**config.mk**
```make
export PLATFORM = sky130hd
export DESIGN_NAME = sync_edge_filter
export DESIGN_NICKNAME = d
export VERILOG_FILES = /design/src/rtl/sync_edge_filter_pkg.sv /design/src/rtl/sync_edge_filter_sat_cnt.sv /design/src/rtl/sync_edge_filter.sv
export SDC_FILE = /design/constraint.sdc
export NUM_CORES = 1
export LEC_CHECK = 0
export BUFFER_PORTS_ARGS = -buffer_cell sky130_fd_sc_hd__buf_2
export CORE_MARGIN = 10
export CORE_UTILIZATION = 45
export DETAILED_ROUTE_END_ITERATION = 8
export GPL_ROUTABILITY_DRIVEN = 0
export PLACE_DENSITY = 0.68
export SLEW_MARGIN = 15
export SYNTH_ARGS = -nofsm -noshare
export SYNTH_HDL_FRONTEND = slang
export SYNTH_SLANG_ARGS = --single-unit
```
**constraint.sdc**
```tcl
create_clock -name clk -period 5.11 [get_ports clk]
set_input_delay 0.2555 -clock clk [delete_from_list [all_inputs] [get_ports clk]]
set_output_delay 0.2555 -clock clk [all_outputs]
set_load 0.02 [all_outputs]
```
**src/rtl/sync_edge_filter_pkg.sv**
```systemverilog
// ---------------------------------------------------------------------------
// sync_pkg
//   Shared types and helpers for the sync_edge_filter slice.
//   state_t : qualification FSM states (STABLE, QUAL)
//   qcnt_w  : width of the qualification counter for a given filter length
// ---------------------------------------------------------------------------
package sync_pkg;

    typedef enum logic {
        STABLE,
        QUAL
    } state_t;

    // Counter holds 0..filt-1; sized for filt+1 values so filt==1 still yields width 1.
    function automatic int unsigned qcnt_w(input int unsigned filt);
        return $clog2(filt + 1);
    endfunction

endpackage

```
**src/rtl/sync_edge_filter_sat_cnt.sv**
```systemverilog
// ---------------------------------------------------------------------------
// sync_sat_cnt
//   Saturating up-counter with synchronous clear.
//   Ports:
//     clk   in  1  clock, posedge
//     rst   in  1  synchronous active-high reset (count -> 0)
//     inc   in  1  increment request
//     clr   in  1  clear request; wins over a simultaneous inc
//     count out W  current count, holds at all-ones instead of wrapping
// ---------------------------------------------------------------------------
module sync_sat_cnt #(
    parameter int unsigned W = 8
) (
    input  logic         clk,
    input  logic         rst,
    input  logic         inc,
    input  logic         clr,
    output logic [W-1:0] count
);

    logic [W-1:0] r_count;

    always_ff @(posedge clk) begin
        if (rst) begin
            r_count <= '0;
        end else if (clr) begin
            r_count <= '0;
        end else if (inc && (r_count != '1)) begin
            r_count <= r_count + W'(1);
        end
    end

    assign count = r_count;

endmodule

```
**src/rtl/sync_edge_filter.sv**
```systemverilog
// ---------------------------------------------------------------------------
// sync_edge_filter
//   Glitch filter for an already-synchronized single-bit level. A change on
//   sync_in is accepted only after FILT_CYC consecutive samples that differ
//   from the current filtered level. Produces a registered filtered level,
//   one-cycle rise/fall pulses and a saturating qualified-edge counter.
//
//   Optional feature macro: STICKY_EVENT_EN adds sticky_evt / sticky_clr.
//
//   Ports:
//     clk         in   1      clock, all logic on posedge
//     rst         in   1      synchronous active-high reset
//     sync_in     in   1      synchronized input level
//     cnt_clr     in   1      clear evt_count (wins over increment)
//     sticky_clr  in   1      (STICKY_EVENT_EN) clear sticky_evt
//     sticky_evt  out  1      (STICKY_EVENT_EN) latched "edge accepted"
//     level_out   out  1      filtered level
//     rise_pulse  out  1      one-cycle pulse on accepted 0->1
//     fall_pulse  out  1      one-cycle pulse on accepted 1->0
//     evt_count   out  CNT_W  saturating count of qualified edges
// ---------------------------------------------------------------------------
module sync_edge_filter
    import sync_pkg::*;
#(
    parameter int unsigned FILT_CYC   = 4,
    parameter logic        RST_LVL    = 1'b0,
    parameter int unsigned CNT_W      = 8,
    parameter bit          COUNT_BOTH = 1'b0
) (
    input  logic             clk,
    input  logic             rst,
    input  logic             sync_in,
    input  logic             cnt_clr,
`ifdef STICKY_EVENT_EN
    input  logic             sticky_clr,
    output logic             sticky_evt,
`endif
    output logic             level_out,
    output logic             rise_pulse,
    output logic             fall_pulse,
    output logic [CNT_W-1:0] evt_count
);

    localparam int unsigned QW = qcnt_w(FILT_CYC);

    state_t          r_state;
    state_t          w_state_nxt;
    logic [QW-1:0]   r_qcnt;
    logic [QW-1:0]   w_qcnt_nxt;
    logic            r_level;
    logic            r_rise;
    logic            r_fall;
    logic            w_accept;
    logic            w_differs;
    logic            w_cnt_inc;

    assign w_differs = (sync_in != r_level);

    always_ff @(posedge clk) begin
        if (rst) begin
            r_state <= STABLE;
            r_qcnt  <= '0;
        end else begin
            r_state <= w_state_nxt;
            r_qcnt  <= w_qcnt_nxt;
        end
    end

    always_comb begin
        w_state_nxt = r_state;
        w_qcnt_nxt  = r_qcnt;
        w_accept    = 1'b0;
        unique case (r_state)
            STABLE: begin
                if (w_differs) begin
                    if (FILT_CYC == 1) begin
                        w_accept = 1'b1;
                    end else begin
                        w_state_nxt = QUAL;
                        w_qcnt_nxt  = QW'(1);
                    end
                end
            end
            QUAL: begin
                if (!w_differs) begin
                    // Run broke before qualifying: drop it silently.
                    w_state_nxt = STABLE;
                    w_qcnt_nxt  = '0;
                end else if (r_qcnt == QW'(FILT_CYC - 1)) begin
                    w_accept    = 1'b1;
                    w_state_nxt = STABLE;
                    w_qcnt_nxt  = '0;
                end else begin
                    w_qcnt_nxt  = r_qcnt + QW'(1);
                end
            end
            default: begin
                w_state_nxt = STABLE;
                w_qcnt_nxt  = '0;
            end
        endcase
    end

    // Pulse direction comes from the level before the toggle.
    always_ff @(posedge clk) begin
        if (rst) begin
            r_level <= RST_LVL;
            r_rise  <= 1'b0;
            r_fall  <= 1'b0;
        end else begin
            r_rise <= w_accept && !r_level;
            r_fall <= w_accept &&  r_level;
            if (w_accept) begin
                r_level <= ~r_level;
            end
        end
    end

    assign w_cnt_inc = w_accept && (COUNT_BOTH || !r_level);

    sync_sat_cnt #(
        .W (CNT_W)
    ) u_cnt (
        .clk   (clk),
        .rst   (rst),
        .inc   (w_cnt_inc),
        .clr   (cnt_clr),
        .count (evt_count)
    );

`ifdef STICKY_EVENT_EN
    logic r_sticky;

    // Set has priority so an edge coinciding with a clear is never lost.
    always_ff @(posedge clk) begin
        if (rst) begin
            r_sticky <= 1'b0;
        end else if (w_accept) begin
            r_sticky <= 1'b1;
        end else if (sticky_clr) begin
            r_sticky <= 1'b0;
        end
    end

    assign sticky_evt = r_sticky;
`endif

    assign level_out  = r_level;
    assign rise_pulse = r_rise;
    assign fall_pulse = r_fall;

endmodule

```
# Yosys cells after proc, flatten, opt, wreduce, memory -nomap -nowiden
# Cells that the tools add are included.
# word_totals
reg_bits,15
input_bits,4
out_inout_bits,11
wordCells,30
# op_classes
addsub,2
eq_ne,4
mux,11
bitwise_logic,2
n_reduce_logical,5
# op_table
op,n
$mux 3,3
$add 8x1->8 const B,1
$ne 8x8->1 const B,1
$mux 1,6
$pmux 3 s2,1
$add 3x1->3 const B,1
$eq 3x2->1 const B,1
$logic_and 1x1->1,3
$ne 2x2->1 const B,1
$not 1->1,2
$pmux 1 s2,1
$reduce_or 2->1,1
$logic_not 1->1,1
$ne 1x1->1,1

# Longest topological paths before layout
# depth
word_depth,6
depth_mapped,5
ltp_nobuf,5

# Modules after synthesis
# A second synthesis with hierarchy kept.
# hier_totals
hier_cells,76
hier_area_um2,765.7
# by_module_without_submodules
module,instances,cells_each,area_per_inst_um2,seq_area_each_um2
sync_sat_cnt,1,47,435.4,160.2
sync_edge_filter,1,29,330.3,140.1

# Least setup slack after synthesis
# No wires, ideal clock.
# synth_timing
kind,reg-to-reg
startpoint,register u_cnt.r_count[0] (netlist: u_cnt.count[0])
endpoint,register u_cnt.r_count[4] (netlist: u_cnt.count[4])
setup_ns,0.070
arrival_time_ns,1.636
required_time_ns,5.040
path_slack_ns,3.404
path_stages_with_launch,6
path_buffers,0
period_less_slack_ns,1.706
path_cell_list,dfxtp_1 ha_1 and3_4 a211o_4 or3_1 a21oi_1
# synth_via
elab_chain_cells,2
elab_cells_between_ends,3
classes_between,add/sub (1); eq/ne (1); reduce/logical (1)
# synth_rtl
item,line,text
"start, declared",sync_edge_filter_sat_cnt.sv:21,logic [W-1:0] r_count;
"start signal, assigned",sync_edge_filter_sat_cnt.sv:29,r_count <= r_count + W'(1);
branches (longest 2 deep; another with $add 8x1->8),--,
# Parallel ways; which one is timed is not known.
# A chain may end at the register's enable or synchronous reset.

# Worst setup path after layout
# Same ends and word-level chain as after synthesis.

==> impl_summary.md <==
STA
The time the worst path needs with I/O delays and setup is 1700 ps. The portion of the clock cycle consumed by the worst path in the final layout is 0.333. Setup violations remaining at the end of the flow were counted as 0. Based on the critical path, the design can be clocked at up to 588 MHz. After routing, the total negative slack on setup checks comes to 0 ps.

Setup repair after global routing left no endpoint under its margin. In this run the tightest slew margin relative to its limit is 0.750. The slew at the pin closest to its max-slew limit is 372 ps.

The number of failing hold endpoints at the final stage is 0. The max-slew violation count is 0. Clock skew on the completed layout was measured at 3.02 ps.

Clocking
The number of post-CTS setup repair buffers is 0. Gates resized during post-CTS repair numbered 0. After clock tree synthesis, the flow added hold-fix buffers numbering 0. CTS placed an instance of sky130_fd_sc_hd__clkbuf_4 at the clock tree root. CTS built an H-tree with a depth of 1. Clock tree synthesis found a total of 15 sinks. The clock tree from TritonCTS is done. The clock reaches the later pin of the worst-skew pair after 280 ps.

The TritonCTS buffer count is 3. The clock passes through at most 2 buffers. Clock-pin slew was measured on the worst setup and hold paths at 90 ps.

Yosys
sky130_fd_sc_hd__dfxtp_1 is the most common cell in the netlist. The simple logic cell fraction of the synthesized area is 0.334. The cell accounting for the most synthesized area is sky130_fd_sc_hd__dfxtp_1.

The async set-reset flop share out of synthesis is 0. The synthesized netlist occupies a cell area of 697 um2. Of the total synthesized cell area, the portion taken by XOR and XNOR cells is 0.0251. The share of synthesized area in the top cell type comes to 0.431.

The share of the yosys chip area belonging to registers is 0.431. The number of different library cells in the post-synthesis netlist is 33. The flip-flop and latch count after synthesis is 15. The cell count after synthesis is 76. The synthesized-area fraction occupied by ao, oa, aoi and oai cells was 0.138. Of the post-synthesis cell area, the part taken by muxes is 0.0144. The combinational family with the most area after synthesis is simple AND/OR/NAND/NOR gates.

In the synthesized netlist, the cells that appear most often are sky130_fd_sc_hd__dfxtp_1, sky130_fd_sc_hd__nor2_1, sky130_fd_sc_hd__nand2_1. The most used flip-flop cell after synthesis is sky130_fd_sc_hd__dfxtp_1. The adder-cell share of the synthesized area is 0.0359.

Yosys printed 0 warnings. The mean post-synth cell area is 9.17 um2. The number of nets handed over by synthesis was 82. The count of flip-flops with a built-in enable after synthesis is 0. After synthesis, the cell types taking the most area are sky130_fd_sc_hd__dfxtp_1, sky130_fd_sc_hd__nor2_1, sky130_fd_sc_hd__nand2_1.

Routing
The vias after detailed routing is 584. The detailed router's first-iteration violation count is 3. After detailed routing, the number of vias per cell comes to 5.41. The first detailed-routing pass ran for 4 iterations. The detail route stage leaves a number of antenna-violating nets equal to 0. The residual DRC count is 0. Wires add up to 1.41 mm. After detailed routing, the average wire length per cell comes to 13.1 um.

Power and ir drop
The net switching component of the power is 0.0446 mW. The net switching share of the total power is 0.227. The share of total power in combinational logic is 0.043.

The internal power component is 0.152 mW. In this run the power density over the cells is 244 mW/mm2. Total power for the finished layout comes to 0.196 mW. Of the total power, registers draw 0.608. Of the total power, the clock network draws 0.348.

The peak supply drop is 0.180 mV. The standby leakage power is 0.366 nW.

Worst setup path
For this run, the slowest stage of the critical path takes 360 ps. The slowest stage of the critical path is the sky130_fd_sc_hd__a211o_4 cell. The category of the most critical setup path is reg -> reg. The startpoint type of the worst setup path is a register. The signal on the critical path passes through ha_1, and3_4, a211o_4, or3_1, a21oi_1.

The critical path required time is 5330 ps. The worst setup path is captured at a register. For the worst setup path, the data arrival time is 1920 ps. Along the worst path, the maximum fanout reaches 6.

GRT
After global routing the overflow that remains totals 0. Entering global routing, the biggest net connects 10 pins. The first global-routing pass estimated 2.36 mm of wire. The aggregate global-route resource usage is 0.0865.

The number of global-route vias before repair is 558. The number of antenna violations at the first check in global routing is 0.

Cells and area
The fraction of final layout cells sized beyond drive strength 1 is 0.261. Leaving out filler cells and counting taps, the final layout contains 108. The number of diodes is 0.

The area growth from synthesis to layout is 15.6%. The net total in the final layout is 99. The filler cells instantiated in the layout total 140.

Floorplan
The initial core utilization is 0.468. In this run the vertical extent of the chip is 59.4 um. Pin placement for this block handled 15 I/O pins. The number of placement rows is 14. The x dimension of the die is 59.4 um. The floorplan die area is 0.00352 mm2. The floorplan step defined a core boundary enclosing 0.00149 mm2.

Place
Port buffering added 14 buffers. Including well taps, the total number of placed cells is 104. The final HPWL from detailed placement is 1.08 mm.

Min path
The min-delay analysis places its worst path in the category in -> reg.

Outcome
The flow ran to the end, and the final reports show no timing, DRC or antenna violations.

Job
The count of maximum capacitance violations is 0.
## stage by stage
stage                     utilization  area (um2)  hold slack, ps  worst slack (ps)
after global routing            0.541         806             200              3310
after CTS                       0.541         806             189              3400
after floorplan                     -         697             332              3400
final                           0.541         806             201              3410
after detailed placement        0.524         779             482              3430
after global placement          0.524         779             446              3470
## cells by family after synthesis
group           count (synthesis)
flops                          15
fa+ha+maj                       2
xor+xnor                        2
buf+inv                         4
simple gates                   38
compound gates                 14
mux                             1
## sequential cells by signal, summed over array words and instances (netlist names)
name and count:
r_qcnt 3, r_state 1, rise_pulse 1, u_cnt.count 8, fall_pulse 1, level_out 1
## critical path: cells and delay by family, from the launching register on
kind,cells,cell delay [ps]
AOI/OAI and AO/OA,2,500
adders and majority gates,1,250
DFF,1,350
and+or+nand+nor,2,550
## metal layers
metal,share of wire,track usage,up-vias
li1,-,-,306
met1,0.49,0.100,263
met2,0.45,0.134,13
met3,0.046,0.0300,2
met4,0.014,0.0492,0
met5,0,0,-
## final timing paths
path / startpoint / endpoint / slack [ps] / cells past startpoint
hold reg to reg: r_qcnt[1] / r_qcnt[1] / 490 / 2
setup / recovery: u_cnt.count[0] / u_cnt.count[4] / 3410 / 5
hold / removal: sync_in / fall_pulse / 200 / 2
setup reg to reg: u_cnt.count[0] / u_cnt.count[4] / 3410 / 5
## power by group through the flow
stage          combinational [mW]  sequential [mW]  clock, mW
3_5_place_dp              0.00854            0.122          0
5_1_grt                   0.00988            0.120     0.0746
2_1_floorplan             0.00615            0.122          0
3_3_place_gp              0.00836            0.122          0
4_1_cts                   0.00858            0.119     0.0693
6_report                  0.00850            0.119     0.0683
## area by class of cell
| type | instances | area [um2] | share of cell area |
|---|---|---|---|
| Sequential cell | 15 | 300 | 0.373 |
| Tap cell | 16 | 20.0 | 0.0248 |
| Clock buffer | 4 | 26.3 | 0.0326 |
| Inverter | 2 | 7.51 | 0.00932 |
| Multi-Input combinational cell | 57 | 382 | 0.474 |
| Timing Repair Buffer | 14 | 70.1 | 0.0870 |
## cells in the final DEF (no fill, tap or decap), types with 3 or more instances in the layout
cell type / instances
sky130_fd_sc_hd__o21ai_0: 4
sky130_fd_sc_hd__clkbuf_4: 3
sky130_fd_sc_hd__nand3_1: 4
sky130_fd_sc_hd__nor3_1: 3
sky130_fd_sc_hd__nor2_1: 8
sky130_fd_sc_hd__dfxtp_1: 15
sky130_fd_sc_hd__buf_2: 14
sky130_fd_sc_hd__a21oi_1: 3
sky130_fd_sc_hd__nand2_1: 7
No activity file was read; power rests on OpenSTA's default activity.
